==> src/rtl/seg7_pkg.sv <==
// Shared constants and hex-to-segment table for the seven-segment scan controller.
// Segment patterns are active-low in {g,f,e,d,c,b,a} order.
package seg7_pkg;

    localparam logic [7:0] SEG_OFF  = 8'hFF;
    localparam logic [3:0] SS_MAX   = 4'd15;
    localparam logic       MODE_HEX = 1'b0;
    localparam logic       MODE_RAW = 1'b1;

    function automatic logic [6:0] hex_to_seg(input logic [3:0] nib);
        logic [6:0] pat;
        case (nib)
            4'h0: pat = 7'b1000000;
            4'h1: pat = 7'b1111001;
            4'h2: pat = 7'b0100100;
            4'h3: pat = 7'b0110000;
            4'h4: pat = 7'b0011001;
            4'h5: pat = 7'b0010010;
            4'h6: pat = 7'b0000010;
            4'h7: pat = 7'b1111000;
            4'h8: pat = 7'b0000000;
            4'h9: pat = 7'b0010000;
            4'hA: pat = 7'b0001000;
            4'hB: pat = 7'b0000011;
            4'hC: pat = 7'b1000110;
            4'hD: pat = 7'b0100001;
            4'hE: pat = 7'b0000110;
            default: pat = 7'b0001110;
        endcase
        return pat;
    endfunction

endpackage

==> src/rtl/seg7_hex_decode.sv <==
// Combinational nibble to active-low seven-segment pattern {g..a}.
module seg7_hex_decode
    import seg7_pkg::*;
(
    input  logic [3:0] nibble,
    output logic [6:0] seg
);

    assign seg = hex_to_seg(nibble);

endmodule

==> src/rtl/seg7_scan_ctrl.sv <==
// Multiplexed common-anode seven-segment controller with PWM brightness, leading-zero
// blanking, raw mode and frame-synchronous update. Optional lamp test: SEG7_LAMP_TEST_EN.
module seg7_scan_ctrl
    import seg7_pkg::*;
#(
    parameter int DIGITS  = 4,
    parameter int SUB_CNT = 3125
) (
    input  logic                  clk,
    input  logic                  clr,
    input  logic                  load,
    input  logic [4*DIGITS-1:0]   disp_num,
    input  logic [8*DIGITS-1:0]   raw_seg,
    input  logic [DIGITS-1:0]     dp,
    input  logic                  mode,
    input  logic                  blank_lz,
    input  logic [3:0]            bright,
`ifdef SEG7_LAMP_TEST_EN
    input  logic                  lamp_test,
`endif
    output logic [7:0]            SEGMENT,
    output logic [DIGITS-1:0]     AN,
    output logic                  frame_start
);

    localparam int IDX_W = $clog2(DIGITS);
    localparam int PRE_W = (SUB_CNT > 1) ? $clog2(SUB_CNT) : 1;

    logic [PRE_W-1:0] pre;
    logic [3:0]       ss;
    logic [IDX_W-1:0] idx;
    logic             pre_tc;
    logic             wrap;

    logic [4*DIGITS-1:0] shd_num, act_num;
    logic [8*DIGITS-1:0] shd_raw, act_raw;
    logic [DIGITS-1:0]   shd_dp, act_dp;
    logic                shd_mode, act_mode;
    logic                pend;

    logic [3:0]        cur_nib;
    logic [7:0]        cur_raw;
    logic              cur_dp;
    logic              cur_zero;
    logic [DIGITS-1:0] an_sel;
    logic              acc_zero;
    logic [6:0]        dec_seg;
    logic              lit;
    logic              lamp;
    logic [7:0]        seg_val;

    assign pre_tc = (pre == PRE_W'(SUB_CNT - 1));
    assign wrap   = pre_tc && (ss == SS_MAX) && (idx == IDX_W'(DIGITS - 1));

    always_ff @(posedge clk) begin
        if (clr) begin
            pre <= '0;
            ss  <= '0;
            idx <= '0;
        end else if (pre_tc) begin
            pre <= '0;
            ss  <= ss + 1'b1;
            if (ss == SS_MAX)
                idx <= (idx == IDX_W'(DIGITS - 1)) ? '0 : idx + 1'b1;
        end else begin
            pre <= pre + 1'b1;
        end
    end

    // A load landing in the wrap cycle bypasses the shadow so it shows in the next frame.
    always_ff @(posedge clk) begin
        if (clr) begin
            shd_num  <= '0;
            shd_raw  <= '0;
            shd_dp   <= '0;
            shd_mode <= MODE_HEX;
            act_num  <= '0;
            act_raw  <= '0;
            act_dp   <= '0;
            act_mode <= MODE_HEX;
            pend     <= 1'b0;
        end else begin
            if (load) begin
                shd_num  <= disp_num;
                shd_raw  <= raw_seg;
                shd_dp   <= dp;
                shd_mode <= mode;
            end
            if (wrap) begin
                pend <= 1'b0;
                if (load) begin
                    act_num  <= disp_num;
                    act_raw  <= raw_seg;
                    act_dp   <= dp;
                    act_mode <= mode;
                end else if (pend) begin
                    act_num  <= shd_num;
                    act_raw  <= shd_raw;
                    act_dp   <= shd_dp;
                    act_mode <= shd_mode;
                end
            end else if (load) begin
                pend <= 1'b1;
            end
        end
    end

    // Scanning from the top digit down accumulates "all higher nibbles are zero".
    always_comb begin
        cur_nib  = '0;
        cur_raw  = SEG_OFF;
        cur_dp   = 1'b0;
        cur_zero = 1'b0;
        an_sel   = '1;
        acc_zero = 1'b1;
        for (int k = DIGITS - 1; k >= 0; k--) begin
            acc_zero = acc_zero && (act_num[k*4 +: 4] == 4'd0);
            if (idx == IDX_W'(k)) begin
                cur_nib   = act_num[k*4 +: 4];
                cur_raw   = act_raw[k*8 +: 8];
                cur_dp    = act_dp[k];
                cur_zero  = acc_zero && (k != 0);
                an_sel[k] = 1'b0;
            end
        end
    end

    seg7_hex_decode u_dec (
        .nibble (cur_nib),
        .seg    (dec_seg)
    );

`ifdef SEG7_LAMP_TEST_EN
    assign lamp = lamp_test;
`else
    assign lamp = 1'b0;
`endif

    assign lit = lamp || (ss <= bright);

    always_comb begin
        seg_val = {~cur_dp, dec_seg};
        if (lamp)
            seg_val = 8'h00;
        else if (act_mode == MODE_RAW)
            seg_val = cur_raw;
        else if (blank_lz && cur_zero)
            seg_val = SEG_OFF;
    end

    always_ff @(posedge clk) begin
        if (clr) begin
            AN          <= '1;
            SEGMENT     <= SEG_OFF;
            frame_start <= 1'b0;
        end else begin
            AN          <= lit ? an_sel : '1;
            SEGMENT     <= lit ? seg_val : SEG_OFF;
            frame_start <= wrap;
        end
    end

endmodule
==> config.mk <==
export PLATFORM = sky130hd
export DESIGN_NAME = seg7_scan_ctrl
export DESIGN_NICKNAME = d
export VERILOG_FILES = /design/src/rtl/seg7_pkg.sv /design/src/rtl/seg7_hex_decode.sv /design/src/rtl/seg7_scan_ctrl.sv
export SDC_FILE = /design/constraint.sdc
export NUM_CORES = 1
export LEC_CHECK = 0
export ABC_AREA = 1
export BUFFER_PORTS_ARGS = -buffer_cell sky130_fd_sc_hd__buf_2
export CAP_MARGIN = 30
export CORE_UTILIZATION = 40
export DETAILED_ROUTE_END_ITERATION = 6
export SLEW_MARGIN = 5
export SYNTH_ARGS = -nofsm -noshare
export SYNTH_HDL_FRONTEND = slang
export SYNTH_HIERARCHICAL = 1
export SYNTH_SLANG_ARGS = --single-unit
==> constraint.sdc <==
create_clock -name clk -period 6.41 [get_ports clk]
set_input_delay 0.3205 -clock clk [delete_from_list [all_inputs] [get_ports clk]]
set_output_delay 0.3205 -clock clk [all_outputs]
set_load 0.01 [all_outputs]
# == Word-level counts from Yosys, hierarchy flattened ==
# Memory sizes are Yosys's and may differ from the RTL's.
# Cells that the tools add are included.
# op_classes
n_mux,31
magnitude_cmp,1
n_eq_ne,5
n_reduce_logical,15
addsub,3
n_bitwise,2
# op_table
op,count
two-way mux 32 bit,2
two-way mux 8 bit,6
two-way mux 16 bit,2
two-way mux 4 bit,6
two-way mux 1 bit,14
adder 12 x 1 -> 12 bit (second input constant),1
equality test 12 bit (second input constant),1
logical NOT 4 bit,3
OR reduction 2 bit,3
logical AND 1 bit,5
adder 4 x 1 -> 4 bit (second input constant),1
equality test 2 bit (second input constant),2
equality test 4 bit (second input constant),1
<= comparator 4 bit,1
AND reduction 2 bit,2
adder 2 x 1 -> 2 bit (second input constant),1
equality test 2 x 1 -> 1 bit (second input constant),1
logical NOT 2 bit,1
two-way mux 2 bit,1
inverter 1 bit,2
nonzero test 2 bit,1
# totals
inputBits,61
romBits,112
memories,1
regBits,138
wordCells,73
output_inout_bits,13
# memory_table
memory,words,width,read_ports,rd_clocked_by_memory_dff,write_ports,line,rtl
(name not given),16,7,1,0,0,seg7_pkg.sv:12,case (nib)

# == Longest topological paths before layout ==
# logic_depth
word_depth,8
mapped_depth,18
depth_no_buf,17

# == Hierarchy ==
# Netlist, hierarchy kept.
# by_module_without_submodules
mod,area_each_um2,cells_per_inst,seq_area_each_um2,instances
seg7_scan_ctrl,6354.8,892,2762.6,1
seg7_hex_decode,274.0,49,0.0,1

# == Least setup slack after synthesis ==
# OpenSTA, ideal clock, no wires.
# synth_path
path_type,register to register
start,register idx[0]
end,register SEGMENT[3]
synth_period_minus_slack_ns,2.267
t_required_ns,6.295
setup_time_ns,0.115
path_buffers,1
stages_incl_launch_ff,18
t_arrival_ns,2.151
slack_ns,4.143
cell_sequence,dfxtp_1 -> inv_1 -> ha_1 -> inv_1 -> buf_2 -> nand2_1 -> o21ai_0 -> o21ai_0 -> nand2_1 -> inv_1 -> ha_1 -> nand2_1 -> nand3_1 -> nand2_1 -> inv_1 -> nand2_1 -> nand2_1 -> nand2_1
# synth_between
elab_chain_cells,8
word_cells_on_any_way,20
classes_between,eq/ne (3); mux (14); reduce/logical (2); memory (1)
# synth_lines
item,line,rtl
"start, declared",seg7_scan_ctrl.sv:31,logic [IDX_W-1:0] idx;
"start signal, assigned",seg7_scan_ctrl.sv:64,idx <= (idx == IDX_W'(DIGITS - 1)) ? '0 : idx + 1'b1;
equality test 2 bit,seg7_scan_ctrl.sv:118,if (idx == IDX_W'(k)) begin
two-way mux 4 bit (3 in series),seg7_scan_ctrl.sv:118,
two-way mux 4 bit *,seg7_scan_ctrl.sv:118,
net cur_nib[0],seg7_scan_ctrl.sv:41,logic [3:0] cur_nib;
memory read (16 x 7 bit) *,--,
net dec_seg[3],seg7_scan_ctrl.sv:47,logic [6:0] dec_seg;
two-way mux 8 bit *,seg7_scan_ctrl.sv:147,else if (blank_lz && cur_zero)
two-way mux 8 bit *,seg7_scan_ctrl.sv:145,else if (act_mode == MODE_RAW)
"end signal, assigned",seg7_scan_ctrl.sv:158,SEGMENT <= lit ? seg_val : SEG_OFF;
"end, declared",seg7_scan_ctrl.sv:21,"output logic [7:0] SEGMENT,"
# The timed path passes the listed nets; every way through them passes the cells marked *.
# A chain may end at the register's enable or synchronous reset.

# == Worst setup path after layout ==
# layout_path
start,register idx[1]
end,register SEGMENT[3]
# Same word-level chain as after synthesis.

==> key figures <==
Worst setup path
  – Critical-path cell list: inv_1, ha_1, inv_1, nand2_1, a21oi_1, inv_1, nand2_1, nand2_1, nand2_1, nand2_1, inv_1, nand2_1, nand2_1, nand2_1
  – R2r setup slk: 3.37 ns
  – Worst Path Arrival: approximately 3.3 ns
  – Reg2Reg Depth: 14
  – Worst endpoint required time: 6.71 ns
  – Crit path top cell by count: nand2_1
  – Crit path launch type: flip-flop
  – Reg-to-Reg Start: idx[1]
  – CP endpoint kind: flip-flop
  – Worst path max stage delay: 0.69 ns
  – Crit-path leading delay family: buffers and inverters
  – CP max FO: 19
  – Slowest CP cell: a21oi_1
  – CP Class: flip-flop to flip-flop
  – Crit path buffers/inverters: 4
  – R2r endpoint: SEGMENT[3]

Hold path
  – Hold Crit Endpoint: idx[0]
  – Worst hold path type: input port to flip-flop
  – WHS Path Cells: 2
  – Hold Crit Start: clr

Place
  – Placed wire-length estimate: 9440 um
  – RD Place Congestion: 0.836
  – PortBufs: 73
  – Placed inst area: 0.00691 mm^2

Layout
  – Most frequent cells in the layout: 200 x nand2_1, 154 x inv_1, 138 x dfxtp_1
  – Fin nets: 1066
  – Area Growth Syn to Fin: 14.3%
  – Leading cell type in the layout, fill and taps excluded: nand2_1
  – Post-layout instance area: 0.00758 mm^2
  – Share of layout cells above drive strength 1: 0.132
  – # fillers: roughly 1600
  – Antenna Cells: 0
  – Sequential cell area: 0.00276 mm^2
  – Multi-input gate area: 0.00288 mm^2

Logic synthesis
  – Number of unique standard cell types used by synthesis: 39
  – Main flop type after synthesis: dfxtp_1
  – Synth warn: 6
  – Sequential fraction of the synthesis area: 0.417
  – EDFF count, synth: 0
  – Synthesized flop and latch total: about 140
  – Cells after Synth: 941
  – Syn_nets: 1020
  – Syn Area/Cell: 7.04 um^2
  – Area of the mapped netlist: 0.00663 mm^2
  – Asr flop ratio synth: 0

Timing
  – Worst Tran Pin Value: around 0.88 ns
  – Min cycle time layout: 3.04 ns
  – Final setup fails: 0
  – Max Clock Skew: 0.00694 ns
  – Final Max Tran Viols: 0
  – Setup TNS: 0 ns
  – Min Hold Slack: 0.211 ns
  – Fin crit share: 0.475
  – Unrepaired setup endpoints after global routing: no
  – Final hold violations: 0
  – FMAX: 329 MHz
  – Worst rel slew slack: 0.416

Clock network
  – Clk pin slew, worst setup/hold paths: 0.06 ns
  – CTS Root Cell: clkbuf_16
  – Post_cts resized: 0
  – Hold-fix buffers at CTS: 0
  – Total CTS buffers: 17
  – CTS tree: built
  – CTS max path bufs: 2
  – Post-CTS Setup Inserts: 0
  – Worst skew pair latency: approximately 0.41 ns
  – CTS Sinks: about 140
  – H-tree levels: 4

Power
  – PwrDens: 275 mW/mm^2
  – Total power: 0.00208 W
  – P_leak: 3.50 nW
  – Worst vdd ir: roughly 0.20 mV

Floorplan
  – Initial Utilization: 0.413
  – Row cnt: 46
  – Die extent in x: 131 um
  – Die Span Y: 131 um
  – Die area: 0.0171 mm^2
  – Core area: 0.0161 mm^2
  – Top-level I/O count: between 70 and 80

Global routing
  – Largest net degree at the start of global routing: between 100 and 150
  – Initial antenna violation count: 0
  – Number of global-route vias before repair: 4973
  – First-pass GRT wire length: about 24000 um
  – Global route overflow: 0
  – Global Route Usage Sum: 0.176

Routing
  – DR vias: 5643
  – DRT iter0 DRCs: roughly 300
  – Drt drc: 0
  – DRT Pass-1 Iters: 7
  – Wire per inst: 11.6 um
  – Via/cell ratio: 4.64
  – Routed WL: 14100 um
  – Post-route ant nets: 0

Flow run
  – Max Cap Viol: 0

Outcome
  – Status: finished clean
## through the flow
step	instances	utilization	setup WS [ns]
floorplan	941	-	4.14
global placement	1183	0.430	3.40
detailed placement	1183	0.430	3.38
CTS	1215	0.470	3.41
global route	1216	0.472	3.08
finish	1216	0.472	3.37
## cell families after synthesis
| group | count (synthesis) | share of synthesized area |
|---|---|---|
| AND/OR/NAND/NOR | 403 | 0.266 |
| buffers and inverters | 210 | 0.149 |
| XOR/XNOR | 2 | 0.00264 |
| flip-flops | 138 | 0.417 |
| adder cells (fa/ha/maj) | 18 | 0.0340 |
| AO/OA/AOI/OAI | 170 | 0.133 |
## where the power goes
| part | total (W) | switching (W) | internal [W] |
|---|---|---|---|
| sequential | 0.000892 | 0.00000630 | 0.000885 |
| clock | 0.00107 | 0.000371 | 0.000697 |
| combinational | 0.000122 | 0.0000785 | 0.0000431 |
| total | 0.00208 | 0.000456 | 0.00163 |
## synth_stat cells, types with 2 or more instances
master    instances  area share
buf_2            10      0.0076
buf_8             5       0.011
dfxtp_1         138        0.42
nand3_4           2      0.0053
nor2_4            3      0.0051
nand4_1           3      0.0028
o22ai_1           2      0.0019
nand3_1          79       0.060
clkbuf_1         18       0.010
buf_6            11       0.019
nand2_1         200        0.11
o21ai_0          74       0.056
ha_1             18       0.034
nor2_1           95       0.054
nor3_1            7      0.0053
inv_2             5      0.0028
inv_1           154       0.087
a21oi_1          84       0.063
nand2_2           2      0.0019
o211ai_1          6      0.0068
clkbuf_8          4      0.0083
or2_2             4      0.0038
## layout make-up
class                      count  share of cell area
sequential                   138               0.365
inverter                     160              0.0794
multi-input combinational    593               0.380
clock inverter                13              0.0263
timing repair buffer          77              0.0552
clock buffer                  19              0.0585
tap                          216              0.0357
## flip-flops by register name (all words and copies together), names as in the netlist
name	flops
act_mode	1
pre	12
ss	4
pend	1
act_num	16
AN	4
idx	2
act_raw	32
shd_num	16
act_dp	4
shd_raw	32
shd_mode	1
shd_dp	4
SEGMENT	8
frame_start	1
## worst max-delay path by stage
stage                   to  slack [ns]    from  depth (start not counted)
2_1_floorplan   SEGMENT[3]        4.14  idx[0]                         17
3_3_place_gp   act_raw[28]        3.40    load                          8
3_5_place_dp   act_raw[16]        3.38    load                          8
4_1_cts         SEGMENT[3]        3.41  idx[1]                         14
5_1_grt         SEGMENT[3]        3.08  idx[1]                         14
6_report        SEGMENT[3]        3.37  idx[1]                         14
## routing by layer
metal	part of all wire	track usage
met1	0.54	0.250
met2	0.41	0.259
met3	0.039	0.0428
met4	0.011	0.0568
met5	0	0
(Power assumes the default switching activity.)
